**src/rtl/multi_edge_detector.sv**
```systemverilog
// Multi-channel synchronising edge detector with mode-qualified events, sticky flags and a saturating event counter.
// Optional per-channel debounce filter is enabled by defining EDGE_DEBOUNCE_EN.
`timescale 1ns/1ps

module multi_edge_detector #(
    parameter int WIDTH       = 8,
    parameter int SYNC_STAGES = 2,
    parameter int DEB_CYCLES  = 4,
    parameter int CNT_W       = 8
) (
    input  logic                 clk,
    input  logic                 reset_n,
    input  logic [WIDTH-1:0]     a_i,
    input  logic [2*WIDTH-1:0]   mode_i,
    input  logic [WIDTH-1:0]     clr_i,
    input  logic                 cnt_clr_i,
    output logic [WIDTH-1:0]     rising_edge_o,
    output logic [WIDTH-1:0]     falling_edge_o,
    output logic [WIDTH-1:0]     event_o,
    output logic [WIDTH-1:0]     sticky_o,
    output logic                 irq_o,
    output logic [CNT_W-1:0]     evt_cnt_o
);

    // The sum is wide enough for a full counter plus a 32-channel popcount.
    localparam int SUM_W = CNT_W + 6;
    localparam logic [SUM_W-1:0] CNT_MAX = SUM_W'({CNT_W{1'b1}});

    if (WIDTH < 1 || WIDTH > 32 || SYNC_STAGES < 2 || DEB_CYCLES < 1 || CNT_W < 1) begin : g_bad_params
        $error("multi_edge_detector: illegal parameter value");
    end

    logic [WIDTH-1:0] sync_q [SYNC_STAGES];
    logic [WIDTH-1:0] sync_out;
    logic [WIDTH-1:0] filt;
    logic [WIDTH-1:0] prev;
    logic [WIDTH-1:0] rise_c;
    logic [WIDTH-1:0] fall_c;
    logic [WIDTH-1:0] mode_rise;
    logic [WIDTH-1:0] mode_fall;
    logic [5:0]       pop;
    logic [SUM_W-1:0] sum;
    logic [CNT_W-1:0] cnt_next;

    always_ff @(posedge clk or negedge reset_n) begin
        if (!reset_n) begin
            for (int i = 0; i < SYNC_STAGES; i++) sync_q[i] <= '0;
        end else begin
            sync_q[0] <= a_i;
            for (int i = 1; i < SYNC_STAGES; i++) sync_q[i] <= sync_q[i-1];
        end
    end

    assign sync_out = sync_q[SYNC_STAGES-1];

`ifdef EDGE_DEBOUNCE_EN
    localparam int DEB_W = $clog2(DEB_CYCLES) + 1;

    logic [DEB_W-1:0] deb_cnt [WIDTH];

    // filt only follows the synchroniser once it has disagreed for DEB_CYCLES consecutive clocks.
    always_ff @(posedge clk or negedge reset_n) begin
        if (!reset_n) begin
            filt <= '0;
            for (int c = 0; c < WIDTH; c++) deb_cnt[c] <= '0;
        end else begin
            for (int c = 0; c < WIDTH; c++) begin
                if (sync_out[c] == filt[c]) begin
                    deb_cnt[c] <= '0;
                end else if (deb_cnt[c] == DEB_W'(DEB_CYCLES - 1)) begin
                    filt[c]    <= sync_out[c];
                    deb_cnt[c] <= '0;
                end else begin
                    deb_cnt[c] <= deb_cnt[c] + 1'b1;
                end
            end
        end
    end
`else
    assign filt = sync_out;
`endif

    assign rise_c = filt & ~prev;
    assign fall_c = ~filt & prev;

    always_comb begin
        mode_rise = '0;
        mode_fall = '0;
        pop       = '0;
        for (int c = 0; c < WIDTH; c++) begin
            mode_rise[c] = mode_i[2*c];
            mode_fall[c] = mode_i[2*c+1];
            pop          = pop + 6'(event_o[c]);
        end
    end

    // A counter clear discards the old total but still counts this cycle's events.
    always_comb begin
        if (cnt_clr_i) sum = SUM_W'(pop);
        else           sum = SUM_W'(evt_cnt_o) + SUM_W'(pop);
        cnt_next = (sum > CNT_MAX) ? CNT_MAX[CNT_W-1:0] : sum[CNT_W-1:0];
    end

    always_ff @(posedge clk or negedge reset_n) begin
        if (!reset_n) begin
            prev           <= '0;
            rising_edge_o  <= '0;
            falling_edge_o <= '0;
            event_o        <= '0;
            sticky_o       <= '0;
            evt_cnt_o      <= '0;
        end else begin
            prev           <= filt;
            rising_edge_o  <= rise_c;
            falling_edge_o <= fall_c;
            event_o        <= (rise_c & mode_rise) | (fall_c & mode_fall);
            sticky_o       <= (sticky_o & ~clr_i) | event_o;
            evt_cnt_o      <= cnt_next;
        end
    end

    assign irq_o = |sticky_o;

endmodule

```
**config.mk**
```make
export PLATFORM = sky130hd
export DESIGN_NAME = multi_edge_detector
export DESIGN_NICKNAME = d
export VERILOG_FILES = /design/src/rtl/multi_edge_detector.sv
export SDC_FILE = /design/constraint.sdc
export NUM_CORES = 1
export LEC_CHECK = 0
export CAP_MARGIN = 20
export CORE_MARGIN = 3
export CORE_UTILIZATION = 41
export CTS_CLUSTER_DIAMETER = 120
export DETAILED_ROUTE_END_ITERATION = 8
export GPL_ROUTABILITY_DRIVEN = 0
export PLACE_DENSITY = 0.73
export SYNTH_ARGS = -nofsm -noshare
export SYNTH_HDL_FRONTEND = slang
export SYNTH_SLANG_ARGS = --single-unit
```
**constraint.sdc**
```tcl
create_clock -name clk -period 3.65 [get_ports clk]
set_clock_uncertainty 0.15 [all_clocks]
set_input_delay 0.5475 -clock clk [delete_from_list [all_inputs] [get_ports clk]]
set_output_delay 0.5475 -clock clk [all_outputs]
set_load 0.02 [all_outputs]
```
# Word level (Yosys, flattened, before mapping)
# Index checks and enable logic that the tools add are counted.
[classes]
add_sub_neg = 8
mul = 0
div = 0
magnitude_cmp = 1
n_eq_ne = 0
shift = 0
mux = 2
bitwise_logic = 10
reduce_logical = 1
[op_table]
columns = ["cell", "count"]
rows = [
  ["bitwise AND 8 bit", 5],
  ["NOT 8 bit", 3],
  ["bitwise OR 8 bit", 2],
  ["> comparator 14 x 8 -> 1 bit (second input constant)", 1],
  ["2-to-1 mux 14 bit", 1],
  ["adder 6 x 1 -> 6 bit", 2],
  ["adder 8 x 6 -> 9 bit", 1],
  ["2-to-1 mux 8 bit", 1],
  ["OR reduction 8 bit", 1],
  ["adder 5 x 1 -> 6 bit", 1],
  ["adder 4 x 1 -> 5 bit", 1],
  ["adder 3 x 1 -> 4 bit", 1],
  ["adder 2 x 1 -> 3 bit", 1],
  ["adder 1 x 1 -> 2 bit", 1],
]
[word_totals]
register_bits = 64
latchBits = 0
ramBits = 0
romBits = 0
output_inout_bits = 41
elab_cells = 30
mem_count = 0

# Depth between registers and ports, before layout
[logic_depth]
word_depth = 11
depth_mapped = 14
ltp_nobuf = 14

# Worst setup path after synthesis
# No wires, ideal clock.
[synth_path]
path_kind = "reg-to-reg"
from = "register event_o[0]"
to = "register evt_cnt_o[6]"
arrival_time_ns = 3.727
slack_ns = -0.307
path_stages_with_launch = 15
n_path_buf = 0
cell_sequence = "dfrtp_1 -> inv_1 -> fa_1 -> fa_1 -> fa_1 -> inv_1 -> ha_1 -> inv_1 -> fa_1 -> xnor2_1 -> ha_1 -> nor2b_1 -> o21a_1 -> o211ai_1 -> mux2i_1"
[synth_via]
elab_chain_len = 11
[synth_rtl]
columns = ["item", "line", "source"]
rows = [
  ["start, declared", "19", "output logic [WIDTH-1:0] event_o,"],
  ["start signal, assigned", "116", "event_o <= (rise_c & mode_rise) | (fall_c & mode_fall);"],
  ["adder 1 x 1 -> 2 bit *", "93", "pop = pop + 6'(event_o[c]);"],
  ["adder 2 x 1 -> 3 bit *", "93", ""],
  ["adder 3 x 1 -> 4 bit *", "93", ""],
  ["adder 4 x 1 -> 5 bit *", "93", ""],
  ["adder 5 x 1 -> 6 bit *", "93", ""],
  ["adder 6 x 1 -> 6 bit * (2 in a row)", "93", ""],
  ["adder 8 x 6 -> 9 bit", "100", "else sum = SUM_W'(evt_cnt_o) + SUM_W'(pop);"],
  ["2-to-1 mux 14 bit *", "99", "if (cnt_clr_i) sum = SUM_W'(pop);"],
  ["> comparator 14 x 8 -> 1 bit", "101", "cnt_next = (sum > CNT_MAX) ? CNT_MAX[CNT_W-1:0] : sum[CNT_W-1:0];"],
  ["2-to-1 mux 8 bit *", "101", ""],
  ["net cnt_next[6]", "43", "logic [CNT_W-1:0] cnt_next;"],
  ["end signal, assigned", "118", "evt_cnt_o <= cnt_next;"],
  ["end, declared", "22", "output logic [CNT_W-1:0] evt_cnt_o"],
]
# Mark *: on every way through the listed nets, which the timed path passes. The rest lies on a longest branch.

# Worst setup path after layout
[layout_path]
from = "register event_o[0]"
to = "register evt_cnt_o[5]"
# Same word-level chain as after synthesis.

==> results.toml <==
[power_and_ir_drop]
p_leak_nw = 1.64
p_per_area_nw_per_um2 = 587
power_mw = 2.13
ir_drop_mv = 0.343

[worst_setup_path]
r2r_cells = 15
r2r_end = "evt_cnt_o[5]$_DFF_PN0_"
crit_fanout = 3
cp-end-kind = "flip-flop"
worstReg2RegStart = "event_o[0]$_DFF_PN0_"
startpoint_type = "flip-flop"
reg2reg_slack_ns = -0.23
crit_chain = "inv_2 > fa_1 > fa_1 > fa_1 > inv_2 > ha_4 > inv_2 > fa_2 > xnor2_2 > ha_4 > buf_4 > o21a_2 > a21oi_2 > or3_1 > a31oi_1"
worstPathRequired_ns = 3.75
path_class = "reg2reg"
cp.arrival_ns = 3.99
slowest_stage = "fa_1"
slowest_delay_ns = 0.54

[sta]
slew_headroom = 0.716
fin_crit_sh = 1.06
slew_viol_final = 0
min_period_ns = 3.88
rsz0062_at_grt = "yes"
fmax_mhz = 258
setup_viol = 8
fin_ws_ns = -0.232
hold_viol = 0
finalSetupTns_ns = -1.24
worst_pin_slew_ns = 0.426

[synthesis]
syn-num-nets = 222
syn-cell-area_um2 = 2370
synth-async-reset-ratio = 1.00
yosysTopAreaCell = "dfrtp_1"
synth_most_common_cell = "dfrtp_1"
synth-seq-cells = 64
yosysWarnings = 0
synth_flop_cell = "dfrtp_1"
synth.top_cell.area_share = 0.677
ys_types = 29
avgSynthCellArea_um2 = 13.5
yosys-top-cells-area = "dfrtp_1, nor2b_1, fa_1, inv_1, ha_1"
yosysSeqAreaShare = 0.677
syn_inst = 175
yosys-top-cells-count = "dfrtp_1, inv_1, nor2b_1, a22o_1, o21ai_0"
synth_edf_count = 0

[global_route]
grt_max_degree = 27
track_usage = 0.166
first_global_vias = 1697
antenna_found_initial = 0
grt_pass1_wl_um = 8040
grt_overflow = 0

[finish]
fillers = 425
n_antenna_cell = 0
fin_cells = 351
fin_util = 0.654
final_area_um2 = 3620
drive_gt1_frac = 0.186
fin_nets = 321
syn_to_final_growth_pct = 53.1

[clock_tree]
clockBufferDepth = 2
clk_root_buffer_cell = "clkbuf_8"
clock-sinks = 64
cts_buffers = 9
cts_max_level = 3
clk_latency_ns = 0.33
cts_tree = "yes"
clkSlewWorstSetupHoldPaths_ns = 0.07

[floorplanning]
die_w_um = 82.0
core_region_area_um2 = 5540
die_h_um = 82.0
dieArea_um2 = 6720
rows = 27
initial_utilization = 0.427
ios = 76

[drt]
totalWireLength_um = 4910
vias = 1669
first_pass_iters = 6
ant_nets = 0
vias_per_cell = 4.75
drt_iter0_markers = 84
drt_drc_violations_left = 0
wl_per_cell_um = 14.0

[place]
portBuffers = 75
placed_area_um2 = 3300
placed_cells = 330
dp_hpwl_um = 3570

[min_path]
min_path_type = "reg2reg"
min-delay-start = "sync_q[10]$_DFF_PN0_"
hold_end = "filt[2]$_DFF_PN0_"
holdPathStages = 0

[job]
maxCapViolCount = 0

[run_status]
status = "finished, violations left"
violations = "setup timing"
## layout by cell type (no fill, tap or decap), types with 3 or more instances in the layout
cell type | netlist | layout
nor2_1 | 4 | 4
inv_1 | 26 | 20
a31oi_1 | 5 | 5
dfrtp_1 | 64 | 61
fa_1 | 5 | 3
buf_4 | 0 | 12
nor2b_1 | 18 | 17
ha_4 | 0 | 3
o21ai_0 | 8 | 8
clkdlybuf4s50_1 | 0 | 74
ha_1 | 7 | 4
a22o_1 | 8 | 8
nand2_1 | 3 | 3
a21o_1 | 3 | 3
clkbuf_8 | 0 | 10
dfrtp_2 | 0 | 3
inv_2 | 0 | 6
## layout make-up
class | instances | area, µm² | share of cell area
repair buffers | 88 | 846 | 0.233
clock buffers | 10 | 138 | 0.0380
inverters | 27 | 101 | 0.0280
clock inverters | 6 | 91.3 | 0.0252
multi-input cells | 84 | 753 | 0.208
flip-flops and latches | 64 | 1610 | 0.443
well taps | 72 | 90.1 | 0.0249
## registers in the layout, indices dropped and copies added, names as in the netlist
register,count
prev,8
falling_edge_o,8
event_o,8
evt_cnt_o,8
filt,8
sticky_o,8
sync_q,8
rising_edge_o,8
## worst max-delay path by stage
stage / depth (start not counted) / endpoint / slack [ns] / startpoint
after floorplan: 14 / evt_cnt_o[7]$_DFF_PN0_ / -0.20 / event_o[0]$_DFF_PN0_
final: 15 / evt_cnt_o[5]$_DFF_PN0_ / -0.23 / event_o[0]$_DFF_PN0_
after global placement: 14 / evt_cnt_o[7]$_DFF_PN0_ / -0.19 / event_o[3]$_DFF_PN0_
after global routing: 14 / evt_cnt_o[7]$_DFF_PN0_ / -0.37 / event_o[0]$_DFF_PN0_
after CTS: 14 / evt_cnt_o[6]$_DFF_PN0_ / -0.23 / event_o[1]$_DFF_PN0_
after detailed placement: 14 / evt_cnt_o[3]$_DFF_PN0_ / -0.26 / event_o[3]$_DFF_PN0_
## per-stage QoR
step | setup WS, ns | hold WS (ns)
6_report | -0.232 | 0.200
5_1_grt | -0.373 | 0.204
4_1_cts | -0.227 | 0.201
3_5_place_dp | -0.262 | 0.186
3_3_place_gp | -0.185 | 0.183
2_1_floorplan | -0.205 | 0.102
## cells by family (layout without fill, tap and decap cells)
logic type,after synthesis,count (layout),synth area share
DFF,64,64,0.677
adders and majority gates,12,12,0.0793
buffers and inverters,27,131,0.0428
xor gates and xnor gates,3,3,0.0111
muxes,1,1,0.00423
and+or+nand+nor,32,32,0.0761
AOI/OAI and AO/OA,36,36,0.110
## critical path, delay by kind of cell, from the launching register on
family	cells	cell delay, ns
fa+ha+maj	6	2.18
flops	1	0.36
compound gates	3	0.36
simple gates	1	0.32
buf+inv	4	0.25
xor+xnor	1	0.16
## routing by layer
layer | up-vias | part of all wire | GRT usage
met5 | - | 0 | 0
met4 | 0 | 0.011 | 0.0930
met3 | 6 | 0.076 | 0.0625
met2 | 57 | 0.50 | 0.258
met1 | 817 | 0.41 | 0.197
li1 | 789 | - | -
## where the power goes
part	switching (mW)	leakage, nW	internal [mW]
sequential	0.0503	0.787	0.772
combinational	0.288	0.732	0.337
clock	0.274	0.117	0.406
total	0.612	1.64	1.52
## repair_timing
action | 4_1_cts | 5_1_grt
pin swaps | 5 | 5
resized for setup | 9 | 5
endpoints found under the setup margin | 8 | 8
hold endpoints to repair | 18 | 0
hold buffers | 1 | 0
buffers inserted | 2 | 2
(Power assumes the default switching activity.)
==> RTL edit 1: new RTL, same settings <==
The parameter `WIDTH` goes from 8 to 6.
--- a/src/rtl/multi_edge_detector.sv
+++ b/src/rtl/multi_edge_detector.sv
@@ -3,7 +3,7 @@
 `timescale 1ns/1ps
 
 module multi_edge_detector #(
-    parameter int WIDTH       = 8,
+    parameter int WIDTH       = 6,
     parameter int SYNC_STAGES = 2,
     parameter int DEB_CYCLES  = 4,
     parameter int CNT_W       = 8
Ports: changed (7 resized); port bits go from 76 to 60. The function was not compared with the original's and may differ.
==> RTL edit 1 against the original RTL <==
  * Sequential cell count down 14
  * Clock power decreased by 54%
  * Synthesized area down 21%
  * Total power is 37% lower
  * Design area fell by 27%
  * Worst setup slack better by 0.36 ns
  * Core utilization fell by 2.6 points
  * Routed wire length decreased by 24%
  * Sequential share of layout area up 3.1 points
  * Critical endpoint is now evt_cnt_o[7]
  * Largest power group unchanged
==> RTL edit 1: results <==
set metrics [dict create \
    crit_fanout 4 \
    first_iter_violations 51 \
    status "complete, no violations" \
    leakage_uw 0.001214 \
    clkCellAreaFrac 0.03128 \
    syn_area_per_cell_um2 13.92 \
    grt.total_usage 0.1509 \
    rrSetupSlack_ns 0.13 \
    synthAdderAreaFrac 0.06975 \
    dr_wl_met2_um 1996 \
    m1WireLength_um 1462 \
    synth-seq-cells 50 \
    cpMaxStageDelayCell "fa_2" \
    n_fill_cell 327 \
    clk_latency_ns 0.30 \
    n_all_buffers 62 \
    wire_per_inst_um 14.87 \
    peakVddDrop_mv 0.3331 \
    final-nonclk-buf-share 0.2360 \
    ys_top_cells_by_count "50 x dfrtp_1, 14 x inv_1, 12 x nor2b_1" \
    ys_top_cells_by_area "dfrtp_1 67%, fa_1 4.3%, nor2b_1 4.0%, inv_1 2.8%, a22o_1 2.8%" \
    drtPass1Iterations 4 \
    cp.arrival_ns 3.53 \
    crit_end "evt_cnt_o[7]" \
    dr_wl_met3_um 218 \
    comb.multi_input.count 68 \
    placedCellCount 243 \
    worst_r2r_path_depth 11 \
    grtUsageMet2 0.2530 \
    p_seq_frac 0.480 \
    syn_nets 169 \
    hold_start "sync_q[8]" \
    port_buffers 59 \
    powerComb_uw 384 \
    fmax_mhz 284.0 \
    htreeDepth 2 \
    worstMarginPinSlew_ns 0.5553 \
    ys_seq_area_frac 0.6707 \
    p_sw_frac 0.3048 \
    multi_input_area_um2 564.3 \
    vias_per_cell 4.925 \
    postCtsSetupRepairBufs 0 \
    synthXorXnorAreaFrac 0.009390 \
    synthMuxAreaShare 0 \
]
RTL edit 1: cell count changes in the layout (fill, tap and decap cells not counted), sizes merged, moves of 4 or more:
cell and change:
a21o +4, nor2b -6, buf -10, inv -11, clkbuf -5, o21ai -6, and3 +4, a31oi -5
clkdlybuf4s50 -16, dfrtp -14, a21oi +4, nor3 +5
RTL edit 1: critical path: cells and delay by family, from the launching register on:
| kind | cells | cell delay, ns |
|---|---|---|
| AO/OA/AOI/OAI | 4 | 0.70 |
| buffers and inverters | 2 | 0.09 |
| flip-flops | 1 | 0.42 |
| adder cells (fa/ha/maj) | 5 | 2.00 |
RTL edit 1: through the flow:
stage	power (uW)	util	hold WS, ns	instance area, um2
after floorplan	863.1	-	0.1019	1866
after global placement	1011	0.5992	0.1825	2517
after detailed placement	1026	0.5992	0.1864	2517
after CTS	1348	0.6206	0.2059	2608
after global routing	1419	0.6284	0.2104	2640
final	1338	0.6284	0.2022	2640
==> RTL edit 2: new RTL, config.mk and constraints unchanged <==
Made on the original files. Add an input register stage for `mode_i`, without a reset; this delays it by one clock. The other inputs are not delayed to match.
--- a/src/rtl/multi_edge_detector.sv
+++ b/src/rtl/multi_edge_detector.sv
@@ -25,6 +25,12 @@
     // The sum is wide enough for a full counter plus a 32-channel popcount.
     localparam int SUM_W = CNT_W + 6;
     localparam logic [SUM_W-1:0] CNT_MAX = SUM_W'({CNT_W{1'b1}});
+
+    logic [2*WIDTH-1:0] mode_q;
+
+    always_ff @(posedge clk) begin
+        mode_q <= mode_i;
+    end
 
     if (WIDTH < 1 || WIDTH > 32 || SYNC_STAGES < 2 || DEB_CYCLES < 1 || CNT_W < 1) begin : g_bad_params
         $error("multi_edge_detector: illegal parameter value");
@@ -88,8 +94,8 @@
         mode_fall = '0;
         pop       = '0;
         for (int c = 0; c < WIDTH; c++) begin
-            mode_rise[c] = mode_i[2*c];
-            mode_fall[c] = mode_i[2*c+1];
+            mode_rise[c] = mode_q[2*c];
+            mode_fall[c] = mode_q[2*c+1];
             pop          = pop + 6'(event_o[c]);
         end
     end
Behaviour: not the same (a bounded check fails within 4 cycles, from zero or initial values and one cycle with reset_n low).
==> RTL edit 2 against the original RTL <==
  * The run still ends with negative setup slack left
  * Design area is 7.4% higher
  * Via count decreased by 0.24%
  * Hold slack worse by 0.043 ns
  * Total power up 5.0%
  * Synthesized area increased by 14%
  * Worst setup slack better by 0.045 ns
  * Routed wire length rose by 2.3%
  * Sequential cell count grew 16
==> RTL edit 2: results <==
set metrics [dict create \
    grt_max_degree 41 \
    layout.nets 335 \
    dr_wl_met2_um 2591 \
    crit_fanout 5 \
    min-delay-path-class "input port to asynchronous set/reset pin" \
    setup_viol 8 \
    grtUsageMet2 0.2491 \
    cts.sinks 80 \
    wire_per_inst_um 13.63 \
    power.clock.fraction 0.275 \
    clkCellAreaFrac 0.04916 \
    layout.area.seq_um2 1926 \
    async_reset_ff_frac 0.8000 \
    vias 1665 \
    ys_top_cells_by_count "64 x dfrtp_1, 26 x inv_1, 18 x nor2b_1" \
    leakage_uw 0.001743 \
    use_met3 0.05393 \
    cp.arrival_ns 3.90 \
    setup_ws_ns -0.1870 \
    powerComb_uw 613 \
    nClkBuffers 12 \
    dp_slack_ns -0.2602 \
    r2r_end "evt_cnt_o[2]" \
    violations "negative setup slack" \
    n_all_buffers 86 \
    worstMarginPinSlew_ns 0.8488 \
    first_iter_violations 39 \
    status "complete, but fails checks" \
    drtPass1Iterations 4 \
    drive_gt1_frac 0.1741 \
    grtUsageMet1 0.1777 \
    place.detailed.hpwl_um 3763 \
    ys_top_cells_by_area "dfrtp_1 60%, dfxtp_1 12%, nor2b_1 4.2%, fa_1 3.7%, inv_1 3.6%" \
    dr_wl_met3_um 321 \
    ys_seq_area_frac 0.7151 \
    final-nonclk-buf-share 0.2127 \
    n_fill_cell 486 \
    p_switching_uw 648.1 \
]
## RTL edit 2: worst max-delay path: stages (launching register included)
cell	delay [ns]
dfrtp_2	0.41
inv_2	0.06
fa_1	0.43
fa_1	0.53
fa_1	0.42
inv_2	0.08
ha_4	0.13
inv_2	0.03
fa_2	0.34
xnor2_2	0.19
ha_4	0.24
nor2b_4	0.13
o21a_4	0.21
o21bai_4	0.22
a31oi_1	0.13
## RTL edit 2: kinds of logic after synthesis
logic type / Yosys count / synth area share
compound gates: 36 / 0.09683
xor+xnor: 3 / 0.009778
fa+ha+maj: 12 / 0.06983
buf+inv: 27 / 0.03771
flops: 80 / 0.7151
mux: 1 / 0.003725
simple gates: 32 / 0.06704
## RTL edit 2: through the flow
stage | cells | TNS, ns | hold slack [ns] | total power [uW] | instance area, um2
after CTS | 365 | -1.342 | 0.1855 | 2217 | 3841
after detailed placement | 347 | -1.789 | 0.1847 | 1570 | 3605
after global routing | 368 | -2.272 | 0.2121 | 2360 | 3894
after global placement | 347 | -1.110 | 0.1828 | 1561 | 3605
final | 368 | -1.209 | 0.1570 | 2234 | 3894
after floorplan | 191 | -1.103 | 0.1019 | 1329 | 2720
## RTL edit 2: worst max-delay path by stage
stage | start | to | slack, ns | depth (start not counted)
2_1_floorplan | event_o[0] | evt_cnt_o[7] | -0.20 | 14
3_3_place_gp | event_o[3] | evt_cnt_o[7] | -0.18 | 14
3_5_place_dp | event_o[3] | evt_cnt_o[3] | -0.26 | 14
4_1_cts | event_o[0] | evt_cnt_o[6] | -0.21 | 14
5_1_grt | event_o[1] | evt_cnt_o[5] | -0.35 | 14
6_report | event_o[1] | evt_cnt_o[2] | -0.19 | 14
